### config.mk
export PLATFORM = sky130hd
export DESIGN_NAME = pc_unit_flat
export DESIGN_NICKNAME = d
export VERILOG_FILES = /design/src/rtl/pc_unit_pkg.sv /design/src/rtl/pc_unit_if.sv /design/src/rtl/pc_unit_ras_stack.sv /design/src/rtl/pc_unit.sv /design/src/flat_wrapper.sv
export SDC_FILE = /design/constraint.sdc
export NUM_CORES = 1
export LEC_CHECK = 0
export ABC_AREA = 1
export CELL_PAD_IN_SITES_DETAIL_PLACEMENT = 1
export CELL_PAD_IN_SITES_GLOBAL_PLACEMENT = 1
export CORE_MARGIN = 2
export CORE_UTILIZATION = 30
export DETAILED_ROUTE_END_ITERATION = 8
export PLACE_DENSITY_LB_ADDON = 0.3
export SLEW_MARGIN = 30
export SYNTH_ARGS = -nofsm -noshare
export SYNTH_HDL_FRONTEND = slang
export SYNTH_SLANG_ARGS = --single-unit
### constraint.sdc
create_clock -name clk -period 5.2 [get_ports clk]
set_clock_uncertainty 0.2 [all_clocks]
set_input_delay 1.04 -clock clk [delete_from_list [all_inputs] [get_ports clk]]
set_output_delay 1.04 -clock clk [all_outputs]
set_load 0.01 [all_outputs]
### src/rtl/pc_unit_pkg.sv
`default_nettype none
// ============================================================================
//  Module   : pc_unit_pkg
//  Purpose  : Shared vectors and next-pc selection for the DLX fetch PC unit
//  Revision : 1.0
// ============================================================================
package pc_unit_pkg;

    localparam logic [31:0] DLX_RESET_PC       = 32'h0000_0000;
    localparam logic [31:0] DLX_TRAP_PC        = 32'h0000_0008;
    localparam logic [31:0] QUICKSORT_RESET_PC = 32'h0000_1000;

    typedef enum logic [2:0] {
        SEL_RESET  = 3'd0,
        SEL_TRAP   = 3'd1,
        SEL_BRANCH = 3'd2,
        SEL_RET    = 3'd3,
        SEL_HOLD   = 3'd4,
        SEL_INC    = 3'd5
    } pc_sel_e;

    // Fixed redirect priority: reset > trap > branch > ret > stall > increment.
    function automatic pc_sel_e next_pc_sel(input logic reset, input logic trap,
                                            input logic branch, input logic ret,
                                            input logic stall);
        if (reset)       return SEL_RESET;
        else if (trap)   return SEL_TRAP;
        else if (branch) return SEL_BRANCH;
        else if (ret)    return SEL_RET;
        else if (stall)  return SEL_HOLD;
        else             return SEL_INC;
    endfunction

endpackage
`default_nettype wire

### src/rtl/pc_unit_if.sv
`default_nettype none
// ============================================================================
//  Module   : pc_unit_if
//  Purpose  : Redirect/stall controls in, fetch address and RAS status out
//  Revision : 1.0
// ============================================================================
interface pc_unit_if #(
    parameter int WIDTH     = 32,
    parameter int RAS_DEPTH = 4
);
    localparam int c_cnt_w = $clog2(RAS_DEPTH) + 1;

    logic               stall;
    logic               branch;
    logic [WIDTH-1:0]   branch_pc;
    logic               call;
    logic [WIDTH-1:0]   link_pc;
    logic               ret;
    logic               trap;
    logic [WIDTH-1:0]   pc;
    logic [c_cnt_w-1:0] ras_count;
    logic               ras_overflow;

    modport master (
        output stall, branch, branch_pc, call, link_pc, ret, trap,
        input  pc, ras_count, ras_overflow
    );

    modport slave (
        input  stall, branch, branch_pc, call, link_pc, ret, trap,
        output pc, ras_count, ras_overflow
    );
endinterface
`default_nettype wire

### src/rtl/pc_unit_ras_stack.sv
`default_nettype none
// ============================================================================
//  Module   : ras_stack
//  Purpose  : Circular return-address stack; overwrites oldest entry when full
//  Revision : 1.0
// ============================================================================
module ras_stack #(
    parameter int WIDTH     = 32,
    parameter int RAS_DEPTH = 4
) (
    input  wire logic                           clk,
    input  wire logic                           reset,
    input  wire logic                           push,
    input  wire logic                           pop,
    input  wire logic [WIDTH-1:0]               wdata,
    output logic      [WIDTH-1:0]               top,
    output logic      [$clog2(RAS_DEPTH):0]     count,
    output logic                                overflow
);
    localparam int c_ptr_w = $clog2(RAS_DEPTH);
    localparam int c_cnt_w = c_ptr_w + 1;
    localparam logic [c_cnt_w-1:0] c_full = c_cnt_w'(RAS_DEPTH);

    logic [WIDTH-1:0]   r_mem [RAS_DEPTH];
    logic [c_ptr_w-1:0] r_ptr;
    logic [c_cnt_w-1:0] r_count;
    logic               r_overflow;

    // Pointer names the next free slot; when full it coincides with the oldest.
    always_ff @(negedge clk) begin
        if (push && !reset) begin
            r_mem[r_ptr] <= wdata;
        end
    end

    always_ff @(negedge clk) begin
        if (reset) begin
            r_ptr      <= '0;
            r_count    <= '0;
            r_overflow <= 1'b0;
        end else begin
            r_overflow <= 1'b0;
            if (push) begin
                r_ptr <= r_ptr + 1'b1;
                if (r_count == c_full) begin
                    r_overflow <= 1'b1;
                end else begin
                    r_count <= r_count + 1'b1;
                end
            end else if (pop && (r_count != '0)) begin
                r_ptr   <= r_ptr - 1'b1;
                r_count <= r_count - 1'b1;
            end
        end
    end

    assign top      = r_mem[r_ptr - 1'b1];
    assign count    = r_count;
    assign overflow = r_overflow;

endmodule
`default_nettype wire

### src/rtl/pc_unit.sv
`default_nettype none
// ============================================================================
//  Module   : pc_unit
//  Purpose  : DLX fetch program counter with prioritised redirects and RAS
//  Revision : 1.0
// ============================================================================
module pc_unit
    import pc_unit_pkg::*;
#(
    parameter int               WIDTH     = 32,
    parameter logic [WIDTH-1:0] RESET_PC  = WIDTH'(DLX_RESET_PC),
    parameter logic [WIDTH-1:0] TRAP_PC   = WIDTH'(DLX_TRAP_PC),
    parameter int               INC       = 4,
    parameter int               RAS_DEPTH = 4
) (
    input  wire logic  clk,
    input  wire logic  reset,
    pc_unit_if.slave   bus
);
    localparam int c_cnt_w = $clog2(RAS_DEPTH) + 1;

    logic [WIDTH-1:0]   r_pc;
    logic [WIDTH-1:0]   w_next_pc;
    logic [WIDTH-1:0]   w_ras_top;
    logic [c_cnt_w-1:0] w_ras_count;
    logic               w_ras_overflow;
    logic               w_push;
    logic               w_pop;
    pc_sel_e            w_sel;

    // Stack side effects only happen when their redirect is the winner.
    assign w_push = bus.branch && bus.call && !bus.trap;
    assign w_pop  = bus.ret && !bus.branch && !bus.trap;

    ras_stack #(
        .WIDTH     (WIDTH),
        .RAS_DEPTH (RAS_DEPTH)
    ) u_ras (
        .clk      (clk),
        .reset    (reset),
        .push     (w_push),
        .pop      (w_pop),
        .wdata    (bus.link_pc),
        .top      (w_ras_top),
        .count    (w_ras_count),
        .overflow (w_ras_overflow)
    );

    always_comb begin
        w_sel     = next_pc_sel(reset, bus.trap, bus.branch, bus.ret, bus.stall);
        w_next_pc = r_pc + WIDTH'(INC);
        case (w_sel)
            SEL_RESET:  w_next_pc = RESET_PC;
            SEL_TRAP:   w_next_pc = TRAP_PC;
            SEL_BRANCH: w_next_pc = bus.branch_pc;
            SEL_RET:    w_next_pc = (w_ras_count != '0) ? w_ras_top : bus.branch_pc;
            SEL_HOLD:   w_next_pc = r_pc;
            default:    w_next_pc = r_pc + WIDTH'(INC);
        endcase
    end

    // Negedge update keeps the address stable for the posedge SRAM read.
    always_ff @(negedge clk) begin
        r_pc <= w_next_pc;
    end

    assign bus.pc           = r_pc;
    assign bus.ras_count    = w_ras_count;
    assign bus.ras_overflow = w_ras_overflow;

endmodule
`default_nettype wire

### src/flat_wrapper.sv
// flat-port wrapper written by rule: the top's interface ports become plain ports
module pc_unit_flat import pc_unit_pkg::*;
#(
    parameter int               WIDTH     = 32,
    parameter logic [WIDTH-1:0] RESET_PC  = WIDTH'(DLX_RESET_PC),
    parameter logic [WIDTH-1:0] TRAP_PC   = WIDTH'(DLX_TRAP_PC),
    parameter int               INC       = 4,
    parameter int               RAS_DEPTH = 4
)
  (clk, reset, bus_stall, bus_branch, bus_branch_pc, bus_call, bus_link_pc, bus_ret, bus_trap, bus_pc, bus_ras_count, bus_ras_overflow);
  pc_unit_if #(.WIDTH(WIDTH), .RAS_DEPTH(RAS_DEPTH)) bus_i ();
  input  wire logic clk;
  input  wire logic reset;
  input wire logic [$bits(bus_i.stall)-1:0] bus_stall;
  input wire logic [$bits(bus_i.branch)-1:0] bus_branch;
  input wire logic [$bits(bus_i.branch_pc)-1:0] bus_branch_pc;
  input wire logic [$bits(bus_i.call)-1:0] bus_call;
  input wire logic [$bits(bus_i.link_pc)-1:0] bus_link_pc;
  input wire logic [$bits(bus_i.ret)-1:0] bus_ret;
  input wire logic [$bits(bus_i.trap)-1:0] bus_trap;
  output wire logic [$bits(bus_i.pc)-1:0] bus_pc;
  output wire logic [$bits(bus_i.ras_count)-1:0] bus_ras_count;
  output wire logic [$bits(bus_i.ras_overflow)-1:0] bus_ras_overflow;
  assign bus_i.stall = bus_stall;
  assign bus_i.branch = bus_branch;
  assign bus_i.branch_pc = bus_branch_pc;
  assign bus_i.call = bus_call;
  assign bus_i.link_pc = bus_link_pc;
  assign bus_i.ret = bus_ret;
  assign bus_i.trap = bus_trap;
  assign bus_pc = bus_i.pc;
  assign bus_ras_count = bus_i.ras_count;
  assign bus_ras_overflow = bus_i.ras_overflow;
  pc_unit #(.WIDTH(WIDTH), .RESET_PC(RESET_PC), .TRAP_PC(TRAP_PC), .INC(INC), .RAS_DEPTH(RAS_DEPTH)) u_core (.clk(clk), .reset(reset), .bus(bus_i));
endmodule
== Word level (Yosys, flattened, before mapping) ==
Memories as Yosys holds them, arrays and structs flattened.
Index checks and enable logic that the tools add are counted.
Storage, ports and cells
  bits in registers: 38
  memory bits (writable): 128
  output and inout bits: 36
  word-level logic and storage cells: 46
  memories: 1
Cells by class
  add/subtract/negate cells: 5
  equality and inequality tests: 6
  mux-type cells: 15
  bitwise operators: 1
  reduce and logical (&&, ||, !) cells: 14
Memory list
  u_core.u_ras.r_mem: depth 4, bits a word 32, read ports 1, clocked after Yosys merged registers in 0, write ports 1, RTL line pc_unit_ras_stack.sv:24  | logic [WIDTH-1:0] r_mem [RAS_DEPTH];
Operator list (count)
  $pmux 32 s5: 1
  $add 32x3->32 const B: 1
  $mux 32: 1
  $mux 3: 7
  $eq 3x2->1 const B: 2
  $eq 3x3->1 const B: 2
  $logic_and 1x1->1: 6
  $mux 1: 4
  $mux 2: 2
  $add 3x1->3 const B: 1
  $eq 3x1->1 const B: 1
  $logic_not 1->1: 3
  $logic_not 3->1: 1
  $reduce_bool 3->1: 1
  $sub 3x1->3 const B: 1
  $add 2x1->2 const B: 1
  $ne 2x2->1 const B: 1
  $reduce_and 2->1: 1
  $reduce_bool 2->1: 1
  $reduce_or 2->1: 1
  $sub 2x1->2 const B: 1
  $not 1->1: 1

== Depth between registers and ports, before layout ==
Gate-level depths: netlist of run 1.
  word-level depth: 7
  depth in mapped cells: 12
  gate-level depth less buffers: 10

== Cells and area by module ==
From an unflattened synthesis of run 1, not the netlist that was laid out.
Second synthesis, totals
  cells, all modules: 825
  area, all modules: 8308.0 sq um
By module, submodules not included
  ras_stack: instances 1, cells an instance 372, area each 5445.2 sq um, seq. area each 3963.8 sq um
  pc_unit: instances 1, cells an instance 453, area each 2862.7 sq um, seq. area each 960.9 sq um

==> results of run 1 <==
==> stage by stage <==
| stage | util, % | std cells |
|---|---|---|
| after floorplan | - | 807 |
| after global placement | 37.08 | 1263 |
| after detailed placement | 37.08 | 1263 |
| after CTS | 42.00 | 1468 |
| after global routing | 42.06 | 1470 |
| final | 42.06 | 1470 |
==> timing repair <==
item,in CTS,in global routing
resized for setup,33,4
hold buffers,0,0
endpoints found under the hold margin,0,0
setup buffers,8,0
endpoints found under the setup margin,33,4
==> sequential cells by signal, indices dropped and copies added, names as in the netlist <==
signal	cells
u_core.u_ras.count	3
u_core.u_ras.r_ptr	2
u_core.u_ras.overflow	1
u_core.u_ras.r_mem	128
u_core.bus.pc	32
==> logic make-up after synthesis <==
kind of cell,Yosys count
fa+ha+maj,6
flops,166
buf+inv,68
simple gates,468
xor+xnor,15
compound gates,84
==> worst paths after layout <==
path,start,depth (start not counted),endpoint
worst max-delay path,u_core.u_ras.overflow$_SDFF_NN0_,1,bus_ras_overflow
worst min-delay path,u_core.u_ras.count[0]$_SDFFE_NP0P_,1,u_core.u_ras.count[0]$_SDFFE_NP0P_
worst max register to register,u_core.u_ras.r_ptr[1]$_SDFFE_NP0P_,9,u_core.bus.pc[25]$_DFFE_NP_
worst min register to register,u_core.u_ras.count[0]$_SDFFE_NP0P_,1,u_core.u_ras.count[0]$_SDFFE_NP0P_
==> power groups by stage <==
stage | Sequential, mW | Clock [mW] | Combinational [mW]
2_1_floorplan | 1.56 | 0.190 | 0.174
3_3_place_gp | 1.55 | 0.190 | 0.389
3_5_place_dp | 1.55 | 0.190 | 0.397
4_1_cts | 1.53 | 1.94 | 0.400
5_1_grt | 1.53 | 2.10 | 0.438
6_report | 1.53 | 1.87 | 0.396
==> metal layers <==
metal	part of all wire, %	global-route usage [%]	vias to the layer above
met3	5.3	6.093	22
met4	1.9	9.112	0
li1	-	-	3358
met5	0	0	-
met1	42	21.75	3233
met2	51	30.27	172
==> layout by cell type, fill, tap and decap left out, drive strengths merged <==
master         instances
nor2                  78
clkdlybuf4s50         71
xor2                   8
nand3                 80
dfxtp                  6
o21ai                 24
nand2                307
clkbuf                17
o21bai                 4
dlymetal6s2s           4
bufinv                 2
a22oi                  6
o22ai                  1
xnor2                  7
clkinv                 5
nand4                  3
edfxtp               160
o211ai                 4
dlygate4sd2           31
diode                  2
ha                     5
buf                   53
fa                     1
a21oi                 45
inv                  211
==> final cells by class <==
cell class                      count  area [sq um]  area share, %
Sequential cell                   166          4928          45.35
Multi-Input combinational cell    573          2619          24.10
Timing Repair Buffer              159          1505          13.85
Clock inverter                    181         827.0          7.610
Clock buffer                       17         425.4          3.914
Tap cell                          335         419.2          3.857
Inverter                           37         138.9          1.278
Antenna cell                        2         5.005        0.04605
==> run metrics, run 1 <==
area fraction in compound gates after synthesis=5.829%; Synth Warn #=0; final WL=25340 microns; Die W=around 170 microns; #FFs+latches synth=166; CP Cell Sequence=clkdlybuf4s50_1; Worst Hold Slack=a little under 300 ps; Bufs and invs on worst path=1; GP Congestion=0.8230; PD cells=349.5 nW/um^2; measured slew at the worst slew-check pin=907.2 ps; final instance area=10870 sq um; post-synth top area share=61.32%; nets=1197; first-pass GRT wire length=39320 microns; outcome=finished, final reports clean; Post-Place Worst Slack=-349.0 ps; GRT Util Overall=18.45%; Critical-path top delay cell=clkdlybuf4s50_1; count leader, synth=nand2_1; # IOs=107; pin count of the biggest net entering global routing=69; mux contribution to synthesized area=0%; via count=6785; Hold Vio Cnt, Final=0; Synth Cell Area=7835 sq um; CTS buffer count=17; Clock transition at path regs=30 ps; Final Power=approximately 3.8 mW; CP peak stage delay=530 ps; initial drt markers=roughly 400; Setup Total Neg Slack=0 ps; clk sinks=around 170; CTS max path bufs=2; row count=59; crit path kind=reg2out; largest family of logic cells by synthesized area=simple AND/OR/NAND/NOR gates; CP max FO=1; ratio of cells with drive above 1 in the final layout=10.41%; CP Capture Type=output pin; Crit path required time=approximately 4000 ps; Int Power=2.572 mW; TritonCTS clock tree=yes; Synth Area in XOR/XNOR=under 10%; ys flop type=edfxtp_1; fillers=3043; main area contributors after synthesis=edfxtp_1, nand2_1, nand3_1, nor2_1, a21oi_1; most common library cells after synthesis=nand2_1, edfxtp_1, nand3_1; Post-synth EDFFs=160; Avg Cell Area, Syn=between 9 and 10 sq um; full die area=27430 sq um; Via-to-Cell Ratio=4.616; RSZ-0062 raised after global routing=no; Final Max Tran Viols=0; post-DR wirelength/cell=between 15 and 20 microns; Net Sw Frac=about 32%; adder-cell share of the synthesized area=1.054%; power share of the clock group=49.3%; Area after DPL=around 9600 sq um; Remaining DRCs=0; sequential-to-total area share from yosys stat=62.86%; distinct cell type count after synthesis=29; post-synth top area cell=edfxtp_1; H-tree levels=4; startpoint types=register; Initial DRT Pass Iterations=5; Hold WC Path Type=reg2reg; area share of and/or/nand/nor cells after synthesis=24.67%; CP Data Arrival Time=3890 ps; clock latency on the worst-skew pair=510 ps; VDD IR max=0.2558 mV; reg2reg setup slack=2430 ps; port bufs=roughly 110; vias in the first global route=7640; Syn Nets=884; Psw=1.226 mW; synth-to-layout area growth=38.71%; top cell family by delay on the critical path=buffers and inverters; Max-Cap Viols=0; Setup WS post-layout=67.40 ps; Comb power frac=around a tenth; Post-Synthesis Cells=807; initial antenna violation count=2; Die Height=165.6 microns; Leak=4.934 nW; global route total overflow=0; starting density of the core=between 30 and 40%; Setup-failing EPs final=0; ys async rst share=0%; Core ar.=25840 sq um; antenna viol nets, final=0; Seq pwr share=40.3%; post-DP HPWL=16660 microns; Slew headroom=39.46%; clk root buf=clkbuf_16
Power figures use the tool's default switching activity.
==> run 2: changes to the inputs <==
--- a/config.mk
+++ b/config.mk
@@ -10,8 +10,10 @@
 export CELL_PAD_IN_SITES_GLOBAL_PLACEMENT = 1
 export CORE_MARGIN = 2
 export CORE_UTILIZATION = 30
+export CTS_CLUSTER_SIZE = 12
 export DETAILED_ROUTE_END_ITERATION = 8
 export PLACE_DENSITY_LB_ADDON = 0.3
+export SETUP_SLACK_MARGIN = 0.05
 export SLEW_MARGIN = 30
 export SYNTH_ARGS = -nofsm -noshare
 export SYNTH_HDL_FRONTEND = slang
==> run metrics, run 2 (synthesis results as in run 1) <==
outcome=finished, final reports clean; initial antenna violation count=2 (unchanged); RSZ-0062 raised after global routing=no; CP peak stage delay=440 ps (-90 ps); post-DR wirelength/cell=16.43 microns (-4.6%); Via-to-Cell Ratio=4.640 (+0.53%); CTS buffer count=17 (unchanged); Die Height=165.6 microns (unchanged); nets=1208 (+0.92%); Slew headroom=39.89% (+0.43 points); # IOs=107 (unchanged); starting density of the core=30.32% (unchanged); antenna cells=0 (-2); GRT Util Overall=18.00% (-0.45 points); VDD IR max=0.1920 mV (-25%); Critical-path top delay cell=edfxtp_1; clock latency on the worst-skew pair=490 ps (-20 ps); max reg flops=128 (unchanged); synth-to-layout area growth=40.74%; Initial DRT Pass Iterations=4 (-1); footprint of the multi-input gates=2646 sq um (+1.1%); global route total overflow=0 (unchanged); full die area=27430 sq um (unchanged); Hold Vio Cnt, Final=0 (unchanged); Setup Total Neg Slack=0 ps (unchanged); vias in the first global route=7638 (-0.026%); initial drt markers=319 (-20%); Leak=4.962 nW (+0.55%); CP Capture Type=output pin; Final Power=3.720 mW (-2.1%); ratio of cells with drive above 1 in the final layout=11.63% (+1.2 points); startpoint types=register; port bufs=106 (unchanged); Crit path required time=3960 ps (about the same); non-filler cells in the finished layout=1479 (+0.61%); Hold WC Path Type=reg2reg; pin count of the biggest net entering global routing=69 (unchanged); CP Cell Sequence=dlygate4sd2_1; Bufs and invs on worst path=1 (unchanged); Max-Cap Viols=0 (unchanged); top cell family by delay on the critical path=flip-flops; Placed Cells=1273 (+0.79%); antenna viol nets, final=0 (unchanged); hold_buf cts=0 (unchanged); CP max FO=5 (+4); commonest non-fill, non-tap cells in the layout=nand2_1, inv_1, edfxtp_1; TritonCTS clock tree=yes; commonest non-fill, non-tap cell in the layout=nand2_1; clk sinks=166 (unchanged); final WL=24310 microns (-4.1%); Top reg by flops=u_core.u_ras.r_mem; H-tree levels=4 (unchanged); Final Max Tran Viols=0 (unchanged); CTS max path bufs=2 (unchanged); GP Congestion=0.8362 (+1.6%); crit path kind=reg2out; row count=59 (unchanged); register area=4928 sq um (unchanged); CP Data Arrival Time=3830 ps (-60 ps); Die W=165.6 microns (unchanged); Clock transition at path regs=40 ps (about the same); PD cells=337.4 nW/um^2 (-3.5%); via count=6863 (+1.1%); Setup-failing EPs final=0 (unchanged); Remaining DRCs=0 (unchanged); fillers=3028 (-0.49%); measured slew at the worst slew-check pin=900.7 ps (-6.427 ps); Post-Place Worst Slack=-303.3 ps (+45.68 ps); Setup WS post-layout=132.3 ps (+64.94 ps); Core ar.=25840 sq um (unchanged); clk root buf=clkbuf_16; first-pass GRT wire length=38420 microns (-2.3%); post-DP HPWL=16830 microns (+1.0%)
## run 2: cell type report
class,instances,share of cell area [%]
timing repair buffer,170,15.16
multi-input combinational,573,24.00
inverter,37,1.305
sequential,166,44.70
tap,335,3.801
clock inverter,181,7.183
clock buffer,17,3.858
## run 2: path summary, 6_finish.rpt
| check | slack [ps] | depth (start not counted) | from | to |
|---|---|---|---|---|
| hold / removal | 300 | 1 | u_core.u_ras.count[0]$_SDFFE_NP0P_ | u_core.u_ras.count[0]$_SDFFE_NP0P_ |
| setup reg to reg | 2420 | 9 | u_core.u_ras.r_ptr[1]$_SDFFE_NP0P_ | u_core.bus.pc[22]$_DFFE_NP_ |
| setup / recovery | 130 | 1 | u_core.bus.pc[25]$_DFFE_NP_ | bus_pc[25] |
| hold reg to reg | 300 | 1 | u_core.u_ras.count[0]$_SDFFE_NP0P_ | u_core.u_ras.count[0]$_SDFFE_NP0P_ |
## run 2: timing repair
item	in CTS	in global routing
gates resized for setup	38	0
buffers inserted	9	0
endpoints found under the setup margin	36	0
## run 2: per-layer routing
| metal | share of wire (%) | up-vias | track usage [%] |
|---|---|---|---|
| met3 | 5.7 | 39 | 7.479 |
| met4 | 2.0 | 4 | 9.490 |
| li1 | - | 3376 | - |
| met1 | 43 | 3262 | 20.27 |
| met5 | 0.099 | - | 0 |
| met2 | 49 | 182 | 29.21 |
## run 2: metrics by stage
stage	instance area (sq um)	hold slack, ps	util (%)
floorplan	7880	326.2	-
global placement	9788	324.6	37.88
detailed placement	9788	338.6	37.88
CTS	11030	301.3	42.68
global route	11030	344.4	42.68
finish	11030	298.1	42.68
## run 2: report_power, final
group	leakage, nW	internal, mW	switching [mW]
Combinational	2.20	0.165	0.243
Clock	1.18	0.820	0.963
Sequential	1.58	1.51	0.0211
